$ cat config.mk
export PLATFORM = sky130hd
export DESIGN_NAME = vxe_axi4mst_biu
export DESIGN_NICKNAME = d
export VERILOG_FILES = /design/src/rtl/vxe_axi4mst_biu.sv
export SDC_FILE = /design/constraint.sdc
export NUM_CORES = 1
export LEC_CHECK = 0
export BUFFER_PORTS_ARGS = -buffer_cell sky130_fd_sc_hd__buf_2
export CAP_MARGIN = 20
export CORE_AREA = 2 2 138 140
export CTS_CLUSTER_DIAMETER = 60
export DETAILED_ROUTE_END_ITERATION = 7
export DIE_AREA = 0 0 140 142
export PLACE_DENSITY = 0.72
export RECOVER_POWER = 25
export SETUP_SLACK_MARGIN = 0.15
export SLEW_MARGIN = 20
export SYNTH_ARGS = -nofsm -noshare
export SYNTH_HDL_FRONTEND = slang
export SYNTH_SLANG_ARGS = --single-unit
export TNS_END_PERCENT = 5
$ cat constraint.sdc
create_clock -name M_AXI4_ACLK -period 2.5 [get_ports M_AXI4_ACLK]
set_clock_uncertainty 0.05 [all_clocks]
set_input_delay 0.125 -clock M_AXI4_ACLK [delete_from_list [all_inputs] [get_ports M_AXI4_ACLK]]
set_output_delay 0.125 -clock M_AXI4_ACLK [all_outputs]
set_load 0.005 [all_outputs]
$ cat src/rtl/vxe_axi4mst_biu.sv
`timescale 1ns/1ps
`default_nettype none
// ============================================================================
// Module   : vxe_axi4mst_biu
// Purpose  : AXI4 master bus interface unit. Turns a simple request/grant
//            BIU interface into single-beat AXI4 read and write transactions.
//            Read and write paths are independent; each path carries at most
//            one outstanding transaction.
// Options  : VXE_AXI4MST_RESP_CHECK_EN - also flag RID/BID mismatch and a
//            missing RLAST as response errors.
// Revision : 1.0 - initial release
// ============================================================================
module vxe_axi4mst_biu #(
    parameter int unsigned ADDR_WIDTH = 32,
    parameter int unsigned DATA_WIDTH = 32,
    parameter int unsigned ID_WIDTH   = 8,
    parameter int unsigned RD_ID      = 1,
    parameter int unsigned WR_ID      = 2,
    parameter logic [2:0]  PROT       = 3'b000
) (
    input  logic                    M_AXI4_ACLK,
    input  logic                    M_AXI4_ARESETn,
    // write address channel
    output logic [ID_WIDTH-1:0]     M_AXI4_AWID,
    output logic [ADDR_WIDTH-1:0]   M_AXI4_AWADDR,
    output logic [7:0]              M_AXI4_AWLEN,
    output logic [2:0]              M_AXI4_AWSIZE,
    output logic [1:0]              M_AXI4_AWBURST,
    output logic                    M_AXI4_AWLOCK,
    output logic [2:0]              M_AXI4_AWPROT,
    output logic                    M_AXI4_AWVALID,
    input  logic                    M_AXI4_AWREADY,
    // write data channel
    output logic [DATA_WIDTH-1:0]   M_AXI4_WDATA,
    output logic [DATA_WIDTH/8-1:0] M_AXI4_WSTRB,
    output logic                    M_AXI4_WLAST,
    output logic                    M_AXI4_WVALID,
    input  logic                    M_AXI4_WREADY,
    // write response channel
    input  logic [ID_WIDTH-1:0]     M_AXI4_BID,
    input  logic [1:0]              M_AXI4_BRESP,
    input  logic                    M_AXI4_BVALID,
    output logic                    M_AXI4_BREADY,
    // read address channel
    output logic [ID_WIDTH-1:0]     M_AXI4_ARID,
    output logic [ADDR_WIDTH-1:0]   M_AXI4_ARADDR,
    output logic [7:0]              M_AXI4_ARLEN,
    output logic [2:0]              M_AXI4_ARSIZE,
    output logic [1:0]              M_AXI4_ARBURST,
    output logic                    M_AXI4_ARLOCK,
    output logic [2:0]              M_AXI4_ARPROT,
    output logic                    M_AXI4_ARVALID,
    input  logic                    M_AXI4_ARREADY,
    // read data channel
    input  logic [ID_WIDTH-1:0]     M_AXI4_RID,
    input  logic [DATA_WIDTH-1:0]   M_AXI4_RDATA,
    input  logic [1:0]              M_AXI4_RRESP,
    input  logic                    M_AXI4_RLAST,
    input  logic                    M_AXI4_RVALID,
    output logic                    M_AXI4_RREADY,
    // internal read request/response
    input  logic                    biu_rreq,
    input  logic [ADDR_WIDTH-1:0]   biu_raddr,
    output logic                    biu_rgnt,
    output logic                    biu_rvalid,
    output logic [DATA_WIDTH-1:0]   biu_rdata,
    output logic                    biu_rerror,
    // internal write request/response
    input  logic                    biu_wreq,
    input  logic [ADDR_WIDTH-1:0]   biu_waddr,
    input  logic [DATA_WIDTH-1:0]   biu_wdata,
    input  logic [DATA_WIDTH/8-1:0] biu_wben,
    output logic                    biu_wgnt,
    output logic                    biu_wdone,
    output logic                    biu_werror
);

    localparam int unsigned          c_strb_w     = DATA_WIDTH / 8;
    localparam logic [2:0]           c_size       = 3'($clog2(c_strb_w));
    localparam logic [1:0]           c_burst_incr = 2'b01;
    localparam logic [ID_WIDTH-1:0]  c_rd_id      = ID_WIDTH'(RD_ID);
    localparam logic [ID_WIDTH-1:0]  c_wr_id      = ID_WIDTH'(WR_ID);

    typedef enum logic [1:0] {
        R_IDLE = 2'd0,
        R_ADDR = 2'd1,
        R_DATA = 2'd2
    } rd_state_t;

    typedef enum logic [1:0] {
        W_IDLE = 2'd0,
        W_XFER = 2'd1,
        W_RESP = 2'd2
    } wr_state_t;

    rd_state_t               r_rd_state;
    rd_state_t               w_rd_state_nxt;
    wr_state_t               r_wr_state;
    wr_state_t               w_wr_state_nxt;

    logic [ADDR_WIDTH-1:0]   r_araddr;
    logic [DATA_WIDTH-1:0]   r_rdata;
    logic                    r_rvalid;
    logic                    r_rerror;

    logic [ADDR_WIDTH-1:0]   r_awaddr;
    logic [DATA_WIDTH-1:0]   r_wdata;
    logic [c_strb_w-1:0]     r_wstrb;
    logic                    r_aw_done;
    logic                    r_w_done;
    logic                    r_wdone;
    logic                    r_werror;

    logic                    w_r_hs;
    logic                    w_b_hs;
    logic                    w_rd_err;
    logic                    w_wr_err;
    logic                    w_unused_inputs;

    // Single-beat INCR transactions: burst attributes never change.
    assign M_AXI4_AWID    = c_wr_id;
    assign M_AXI4_AWLEN   = 8'd0;
    assign M_AXI4_AWSIZE  = c_size;
    assign M_AXI4_AWBURST = c_burst_incr;
    assign M_AXI4_AWLOCK  = 1'b0;
    assign M_AXI4_AWPROT  = PROT;
    assign M_AXI4_WLAST   = 1'b1;
    assign M_AXI4_ARID    = c_rd_id;
    assign M_AXI4_ARLEN   = 8'd0;
    assign M_AXI4_ARSIZE  = c_size;
    assign M_AXI4_ARBURST = c_burst_incr;
    assign M_AXI4_ARLOCK  = 1'b0;
    assign M_AXI4_ARPROT  = PROT;

    assign M_AXI4_ARADDR  = r_araddr;
    assign M_AXI4_AWADDR  = r_awaddr;
    assign M_AXI4_WDATA   = r_wdata;
    assign M_AXI4_WSTRB   = r_wstrb;

    assign biu_rvalid     = r_rvalid;
    assign biu_rdata      = r_rdata;
    assign biu_rerror     = r_rerror;
    assign biu_wdone      = r_wdone;
    assign biu_werror     = r_werror;

    // Handshakes qualified by state so READY is never assumed high elsewhere.
    assign w_r_hs = (r_rd_state == R_DATA) & M_AXI4_RVALID;
    assign w_b_hs = (r_wr_state == W_RESP) & M_AXI4_BVALID;

`ifdef VXE_AXI4MST_RESP_CHECK_EN
    // SLVERR/DECERR, a foreign ID or a missing RLAST all count as an error.
    assign w_rd_err = M_AXI4_RRESP[1] | (M_AXI4_RID != c_rd_id) | ~M_AXI4_RLAST;
    assign w_wr_err = M_AXI4_BRESP[1] | (M_AXI4_BID != c_wr_id);
    assign w_unused_inputs = ^{M_AXI4_RRESP[0], M_AXI4_BRESP[0]};
`else
    // Only SLVERR/DECERR (RESP[1] set) count as an error.
    assign w_rd_err = M_AXI4_RRESP[1];
    assign w_wr_err = M_AXI4_BRESP[1];
    assign w_unused_inputs = ^{M_AXI4_RRESP[0], M_AXI4_BRESP[0],
                               M_AXI4_RID, M_AXI4_RLAST, M_AXI4_BID};
`endif

    // Read FSM state register.
    always_ff @(posedge M_AXI4_ACLK or negedge M_AXI4_ARESETn) begin
        if (!M_AXI4_ARESETn) begin
            r_rd_state <= R_IDLE;
        end else begin
            r_rd_state <= w_rd_state_nxt;
        end
    end

    // Read FSM next state, grant and AR/R handshake outputs.
    always_comb begin
        w_rd_state_nxt = r_rd_state;
        biu_rgnt       = 1'b0;
        M_AXI4_ARVALID = 1'b0;
        M_AXI4_RREADY  = 1'b0;
        case (r_rd_state)
            R_IDLE: begin
                biu_rgnt = biu_rreq;
                if (biu_rreq) begin
                    w_rd_state_nxt = R_ADDR;
                end
            end
            R_ADDR: begin
                M_AXI4_ARVALID = 1'b1;
                if (M_AXI4_ARREADY) begin
                    w_rd_state_nxt = R_DATA;
                end
            end
            R_DATA: begin
                M_AXI4_RREADY = 1'b1;
                if (M_AXI4_RVALID) begin
                    w_rd_state_nxt = R_IDLE;
                end
            end
            default: begin
                w_rd_state_nxt = R_IDLE;
            end
        endcase
    end

    // Read datapath: latch address on grant, capture data and pulse on R handshake.
    always_ff @(posedge M_AXI4_ACLK or negedge M_AXI4_ARESETn) begin
        if (!M_AXI4_ARESETn) begin
            r_araddr <= '0;
            r_rdata  <= '0;
            r_rvalid <= 1'b0;
            r_rerror <= 1'b0;
        end else begin
            if (biu_rgnt) begin
                r_araddr <= biu_raddr;
            end
            if (w_r_hs) begin
                r_rdata <= M_AXI4_RDATA;
            end
            r_rvalid <= w_r_hs;
            r_rerror <= w_r_hs & w_rd_err;
        end
    end

    // Write FSM state register.
    always_ff @(posedge M_AXI4_ACLK or negedge M_AXI4_ARESETn) begin
        if (!M_AXI4_ARESETn) begin
            r_wr_state <= W_IDLE;
        end else begin
            r_wr_state <= w_wr_state_nxt;
        end
    end

    // Write FSM next state, grant and AW/W/B handshake outputs.
    always_comb begin
        w_wr_state_nxt = r_wr_state;
        biu_wgnt       = 1'b0;
        M_AXI4_AWVALID = 1'b0;
        M_AXI4_WVALID  = 1'b0;
        M_AXI4_BREADY  = 1'b0;
        case (r_wr_state)
            W_IDLE: begin
                biu_wgnt = biu_wreq;
                if (biu_wreq) begin
                    w_wr_state_nxt = W_XFER;
                end
            end
            W_XFER: begin
                // AW and W retire independently; move on once both have.
                M_AXI4_AWVALID = ~r_aw_done;
                M_AXI4_WVALID  = ~r_w_done;
                if ((r_aw_done | M_AXI4_AWREADY) & (r_w_done | M_AXI4_WREADY)) begin
                    w_wr_state_nxt = W_RESP;
                end
            end
            W_RESP: begin
                M_AXI4_BREADY = 1'b1;
                if (M_AXI4_BVALID) begin
                    w_wr_state_nxt = W_IDLE;
                end
            end
            default: begin
                w_wr_state_nxt = W_IDLE;
            end
        endcase
    end

    // Remember which of AW/W has already handshaken in the current transfer.
    always_ff @(posedge M_AXI4_ACLK or negedge M_AXI4_ARESETn) begin
        if (!M_AXI4_ARESETn) begin
            r_aw_done <= 1'b0;
            r_w_done  <= 1'b0;
        end else if ((r_wr_state != W_XFER) || (w_wr_state_nxt != W_XFER)) begin
            r_aw_done <= 1'b0;
            r_w_done  <= 1'b0;
        end else begin
            if (M_AXI4_AWREADY) begin
                r_aw_done <= 1'b1;
            end
            if (M_AXI4_WREADY) begin
                r_w_done <= 1'b1;
            end
        end
    end

    // Write datapath: latch request on grant, pulse completion on B handshake.
    always_ff @(posedge M_AXI4_ACLK or negedge M_AXI4_ARESETn) begin
        if (!M_AXI4_ARESETn) begin
            r_awaddr <= '0;
            r_wdata  <= '0;
            r_wstrb  <= '0;
            r_wdone  <= 1'b0;
            r_werror <= 1'b0;
        end else begin
            if (biu_wgnt) begin
                r_awaddr <= biu_waddr;
                r_wdata  <= biu_wdata;
                r_wstrb  <= biu_wben;
            end
            r_wdone  <= w_b_hs;
            r_werror <= w_b_hs & w_wr_err;
        end
    end

endmodule
`default_nettype wire

==> impl_metrics.json, run 1 <==
{
  "syn_to_final_growth_pct": 61.0,
  "cts_buffer_depth": 2,
  "overflow": 0,
  "synth_compound_area_share_pct": 0.720,
  "cts_buffers": 17,
  "wirelength_um": 15200,
  "root_buffer": "clkbuf_16",
  "synth_top_area_cell": "dfrtp_1",
  "drive_gt1_share_pct": 55.0,
  "internal_power_uw": 7260,
  "fmax_mhz": 547,
  "crit_chain": "nor3b_4 > buf_4 > buf_2",
  "synth_area_leaders": "dfrtp_1 62%, mux2_2 24%, buf_4 7.1%",
  "power_uw": 10300,
  "drcViolationCount": 21,
  "fp.dieH_um": 142,
  "die_w_um": 140,
  "multi_input_area_mm2": 0.00183,
  "start_kind": "flop",
  "final_cell_area_mm2": 0.00924,
  "synth_top_flop_cell": "dfrtp_1",
  "power_density_mw_per_mm2": 1110,
  "grt_max_degree": 67,
  "ys_seq_elements": 142,
  "yosys.area_share.simple_pct": 1.99,
  "synth_top_family_by_area": "multiplexers",
  "drtPass1Iterations": 8,
  "hpwl_um": 9410,
  "async_flop_share_pct": 100,
  "slew_violations": 0,
  "vias_per_cell": 4.22,
  "insertion_delay_ns": 0.41,
  "power.leakage_uw": 0.00456,
  "fp-row-count": 50,
  "critPathKind": "flop to output port",
  "status": "complete, but fails checks",
  "finalNonFillerCells": 1050,
  "synth_cells": 365,
  "synth_top_area_share_pct": 62.0,
  "cts_tree": "done",
  "fin_ws_ns": 0.670,
  "worst_pin_slew_ns": 1.09,
  "setup_viol": 0,
  "finish.net_count": 965,
  "cts_htree_levels": 4,
  "p_seq_share_pct": 39.3,
  "synth_xor_area_share_pct": 0,
  "hold_viol": 0,
  "crit_buf_inv": 2,
  "fillers": 1555,
  "grt_setup_unrepaired": "false",
  "path_clk_slew_ns": 0.06,
  "vias": 4427,
  "grt_antenna_before_repair": 0,
  "yosysWarnings": 0,
  "comb_power_share_pct": 34.4,
  "grt_pass1_vias": 4970,
  "rrSetupSlack_ns": 0.78,
  "ctsHoldBuffers": 142,
  "place_congestion": 0.766,
  "cp_top_family": "buffers and inverters",
  "avgSynthCellArea_um2": 15.7,
  "power_switching_uw": 3000,
  "synthAdderAreaFrac_pct": 0,
  "slew_headroom_pct": 27.2,
  "synth_edf_count": 0,
  "failed_checks": "DRC",
  "num_antenna_cells": 0,
  "cts.sinks": 142,
  "synth.most_common_cell": "dfrtp_1",
  "regArea_mm2": 0.00355,
  "grt_first_pass_wirelength_um": 24000,
  "postCtsSetupRepairBufs": 0,
  "layout_worst_path_cycle_share_pct": 73.2,
  "cpMaxStageDelayCell": "buf_4",
  "fin_setup_tns_ns": 0,
  "ios": 356,
  "critPathMaxStageDelay_ns": 0.43,
  "ant_nets": 0,
  "end_kind": "output port",
  "synthMuxAreaShare_pct": 25.9,
  "syn_area_mm2": 0.00574,
  "core-area_mm2": 0.0185,
  "avgRoutedWirePerCell_um": 14.5,
  "grt_usage_pct": 15.4,
  "place_ws_ns": 0.798,
  "portBuffers": 285,
  "worstHoldStart": "M_AXI4_RVALID",
  "critPathRequiredTime_ns": 2.33,
  "cp-startpoint": "r_rd_state[0]",
  "pwr-share-clk_pct": 26.2,
  "hp-class": "primary input to flop",
  "synth_seq_area_share_pct": 62.0,
  "switching_share_pct": 29.3,
  "period_needed_ns": 1.83,
  "r2r-start": "r_wr_state[0]",
  "drt_iter0_markers": 191,
  "start_util_pct": 31.1,
  "worstPathArrival_ns": 1.65,
  "cp_max_fo": 34,
  "cts_resized": 0,
  "yosysUniqueCellTypes": 20,
  "die_area_mm2": 0.0199,
  "synth.top_cells.by_count": "142 x dfrtp_1, 124 x mux2_2, 54 x buf_4",
  "ir_drop_uv": 494,
  "place_inst": 876,
  "dpl_cell_area_mm2": 0.00719,
  "cap_violations": 0
}
per-stage QoR:
stage | hold slack [ns] | utilization (%)
6_report | 0.252 | 50.0
5_1_grt | 0.281 | 50.0
4_1_cts | 0.148 | 50.1
3_5_place_dp | 0.0217 | 39.0
3_3_place_gp | 0.0257 | 39.0
2_1_floorplan | -0.221 | -
registers in the layout, indices dropped and copies added (netlist names):
name and flops:
M_AXI4_AWADDR 32, biu_rerror 1, biu_wdone 1, r_rd_state 2
M_AXI4_ARADDR 32, biu_rvalid 1, r_w_done 1, biu_werror 1
r_wr_state 2, M_AXI4_WSTRB 4, biu_rdata 32, r_aw_done 1
M_AXI4_WDATA 32
cells by family (layout without fill, tap and decap cells):
| group | Yosys count | count (layout) |
|---|---|---|
| AOI/OAI and AO/OA | 5 | 5 |
| buffers and inverters | 68 | 470 |
| DFF | 142 | 142 |
| muxes | 132 | 132 |
| other | 2 | 51 |
| and+or+nand+nor | 16 | 16 |
layout make-up:
class                   instances  share of cell area, %
flip-flops and latches        142                   38.5
well taps                     234                   3.17
clock inverters                13                   2.05
repair buffers                434                   31.5
multi-input cells             204                   19.8
clock buffers                  19                   4.80
inverters                       4                  0.163
power groups by stage:
stage	sequential [uW]	clock, uW	combinational, uW
after floorplan	4130	0	1730
after global placement	3970	0	3260
after detailed placement	4030	0	3340
after CTS	4000	2790	3530
after global routing	4190	2900	3830
final	4030	2690	3530
layer usage:
layer  global-route usage (%)  vias to the layer above  wire length (um)
met5                        0                        -                 0
met1                     15.6                     2152              5430
met2                     28.8                      210              8270
met3                     4.91                       39              1040
met4                     6.91                        0               472
li1                         -                     2026                 -
worst paths after layout:
| path | to | cells after the start |
|---|---|---|
| max | biu_rgnt | 3 |
| min | biu_rvalid | 4 |
| max reg2reg | M_AXI4_AWADDR[3] | 3 |
| min reg2reg | M_AXI4_WDATA[3] | 1 |
| max in group asynchronous | M_AXI4_ARADDR[14] | 3 |
| min in group asynchronous | M_AXI4_AWADDR[28] | 2 |
cell usage in the layout (no fill, tap or decap), types with 2 or more instances in the layout:
cell type	netlist	final
nor3_1	2	2
bufinv_16	0	4
nand2b_1	2	2
buf_2	0	284
nor2_1	4	4
buf_4	54	5
mux2_2	124	124
clkinvlp_4	0	2
dlygate4sd3_1	0	142
and3_1	2	2
clkinv_2	0	2
clkbuf_2	0	2
clkbuf_16	0	17
inv_1	4	4
mux2_1	8	8
nor3b_4	2	2
dfrtp_1	142	142
nor2b_1	2	2
clkinv_4	0	4
conb_1	2	51
worst register-to-register path: cells and delay by family, from the launching register on:
family / cells / cell delay [ns]
DFF: 1 / 0.41
muxes: 1 / 0.43
buffers and inverters: 1 / 0.49
and+or+nand+nor: 1 / 0.21
Note: power is estimated with default switching activity, not from simulation.
==> run 2, diff against run 1 <==
==> constraint.sdc (replaced) <==
create_clock -name M_AXI4_ACLK -period 1.8 [get_ports M_AXI4_ACLK]
set_clock_uncertainty 0.05 [all_clocks]
set_input_delay 0.09 -clock M_AXI4_ACLK [delete_from_list [all_inputs] [get_ports M_AXI4_ACLK]]
set_output_delay 0.09 -clock M_AXI4_ACLK [all_outputs]
set_load 0.005 [all_outputs]
==> run 2 against run 1 <==
Compared with the run above:
- the run still ends with DRC left
- combinational power increased by 46%
- global-route usage hardly changed
- critical path depth is 1 higher
- design area up 1.8%
- count of clock-buffer cells in the layout up 2
- sequential share of layout area down 0.70 points
- non-clock buffer count grew 6
- sequential power is 39% higher
- via count grew 0.16%
- first-iteration DRC count shrank 23%
- critical path type unchanged
==> impl_metrics.json, run 2 (synthesis results as in run 1) <==
{
  "use_met3_pct": 5.48,
  "cts.sinks": 142,
  "multi_input_area_mm2": 0.00183,
  "fillers": 1517,
  "dpl_cell_area_mm2": 0.00724,
  "grt_antenna_before_repair": 1,
  "finalNonFillerCells": 1057,
  "drtPass1Iterations": 6,
  "wirelength_um": 15400,
  "path_clk_slew_ns": 0.06,
  "fp.dieH_um": 142,
  "avgRoutedWirePerCell_um": 14.6,
  "hp-class": "primary input to flop",
  "start_util_pct": 31.1,
  "period_needed_ns": 1.61,
  "grt_use_met1_pct": 15.7,
  "finish.net_count": 971,
  "final_cell_mix": "284 x buf_2, 142 x dfrtp_1, 142 x dlygate4sd3_1, 124 x mux2_2, 51 x conb_1",
  "place_inst": 876,
  "cts_buffer_depth": 2,
  "final_common_cell": "buf_2",
  "vias": 4434,
  "grt_setup_unrepaired": "true",
  "critPathRequiredTime_ns": 1.66,
  "slew_violations": 0,
  "hpwl_um": 9180,
  "overflow": 0,
  "internal_power_uw": 10400,
  "core-area_mm2": 0.0185,
  "regArea_mm2": 0.00355,
  "pwr-share-clk_pct": 26.4,
  "root_buffer": "clkbuf_16",
  "worstPathArrival_ns": 1.47,
  "power_switching_uw": 4230,
  "vias_per_cell": 4.19,
  "final_cell_area_mm2": 0.00941,
  "failed_checks": "DRC",
  "portBuffers": 285,
  "grt_max_degree": 47,
  "syn_to_final_growth_pct": 64.0,
  "grt_pass1_vias": 4862,
  "die_w_um": 140,
  "fin_setup_tns_ns": 0,
  "die_area_mm2": 0.0199,
  "grt_usage_pct": 15.4,
  "hold_viol": 0,
  "busiest_layer": "met2",
  "end_kind": "output port",
  "ios": 356,
  "cp_max_fo": 14,
  "start_kind": "flop",
  "power.leakage_uw": 0.00463,
  "fp-row-count": 50,
  "final_core_util_pct": 51.0,
  "grt_use_met2_pct": 28.4,
  "status": "complete, but fails checks",
  "drive_gt1_share_pct": 55.5,
  "cts_htree_levels": 4,
  "insertion_delay_ns": 0.41,
  "place_congestion": 0.770,
  "p_seq_share_pct": 38.2,
  "slew_headroom_pct": 21.6,
  "drt_iter0_markers": 148,
  "power_density_mw_per_mm2": 1560,
  "worst_pin_slew_ns": 1.18,
  "cts_buffers": 17,
  "comb_power_share_pct": 35.3,
  "fmax_mhz": 620,
  "setup_viol": 0,
  "ant_nets": 0,
  "layout_worst_path_cycle_share_pct": 89.7,
  "cts_tree": "done",
  "drcViolationCount": 21,
  "cap_violations": 0,
  "ir_drop_uv": 690,
  "grt_first_pass_wirelength_um": 23900,
  "critPathKind": "flop to output port",
  "switching_share_pct": 28.9
}
==> run 2: worst max-delay path, cell delays in order (launching register included) <==
cell and delay [ns]:
dfrtp_1 0.42, nor3b_4 0.23, buf_4 0.15, buf_12 0.14, buf_2 0.12
==> run 2: final timing paths <==
path / start / endpoint / slack [ns] / cells after the start
max: r_wr_state[1] / biu_wgnt / 0.19 / 4
min: M_AXI4_RVALID / biu_rvalid / 0.17 / 4
max reg2reg: r_wr_state[1] / M_AXI4_AWADDR[16] / 0.20 / 4
min reg2reg: M_AXI4_WSTRB[3] / M_AXI4_WSTRB[3] / 0.43 / 1
max in group asynchronous: M_AXI4_ARESETn / biu_rdata[3] / 0.30 / 3
min in group asynchronous: M_AXI4_ARESETn / M_AXI4_AWADDR[28] / 0.42 / 2
==> run 2: cell type report <==
class,instances,area share [%]
inverter,4,0.160
antenna,1,0.0266
timing repair buffer,440,32.4
multi-input combinational,204,19.5
sequential,142,37.8
tap,234,3.11
clock inverter,11,1.89
clock buffer,21,5.11
==> run 2: per-stage QoR <==
step                      total power [uW]  hold WS (ns)  setup slack [ns]
after floorplan                       8140        -0.256             0.312
after global placement               10100       0.00776             0.221
after detailed placement             10300       0.00959             0.198
after CTS                            14600         0.136             0.147
after global routing                 15600         0.170            0.0470
final                                14600         0.169             0.186
==> run 2: power by group through the flow <==
stage | clock [uW] | sequential (uW) | combinational, uW
global placement | 0 | 5520 | 4600
CTS | 3980 | 5550 | 5100
global route | 4150 | 5820 | 5600
floorplan | 0 | 5730 | 2400
detailed placement | 0 | 5590 | 4700
finish | 3870 | 5600 | 5170
==> run 2: routing by layer <==
metal | vias to the layer above | wire length [um]
met5 | - | 0
met4 | 0 | 420
met3 | 33 | 977
met2 | 197 | 8310
met1 | 2154 | 5720
li1 | 2050 | -
==> run 2: repair_timing <==
item	CTS	global route
hold endpoints to repair	283	0
endpoints found under the setup margin	2	6
buffers inserted	3	1
resized for setup	3	0
pin swaps	1	1
gates cloned	1	1
hold buffers	142	0
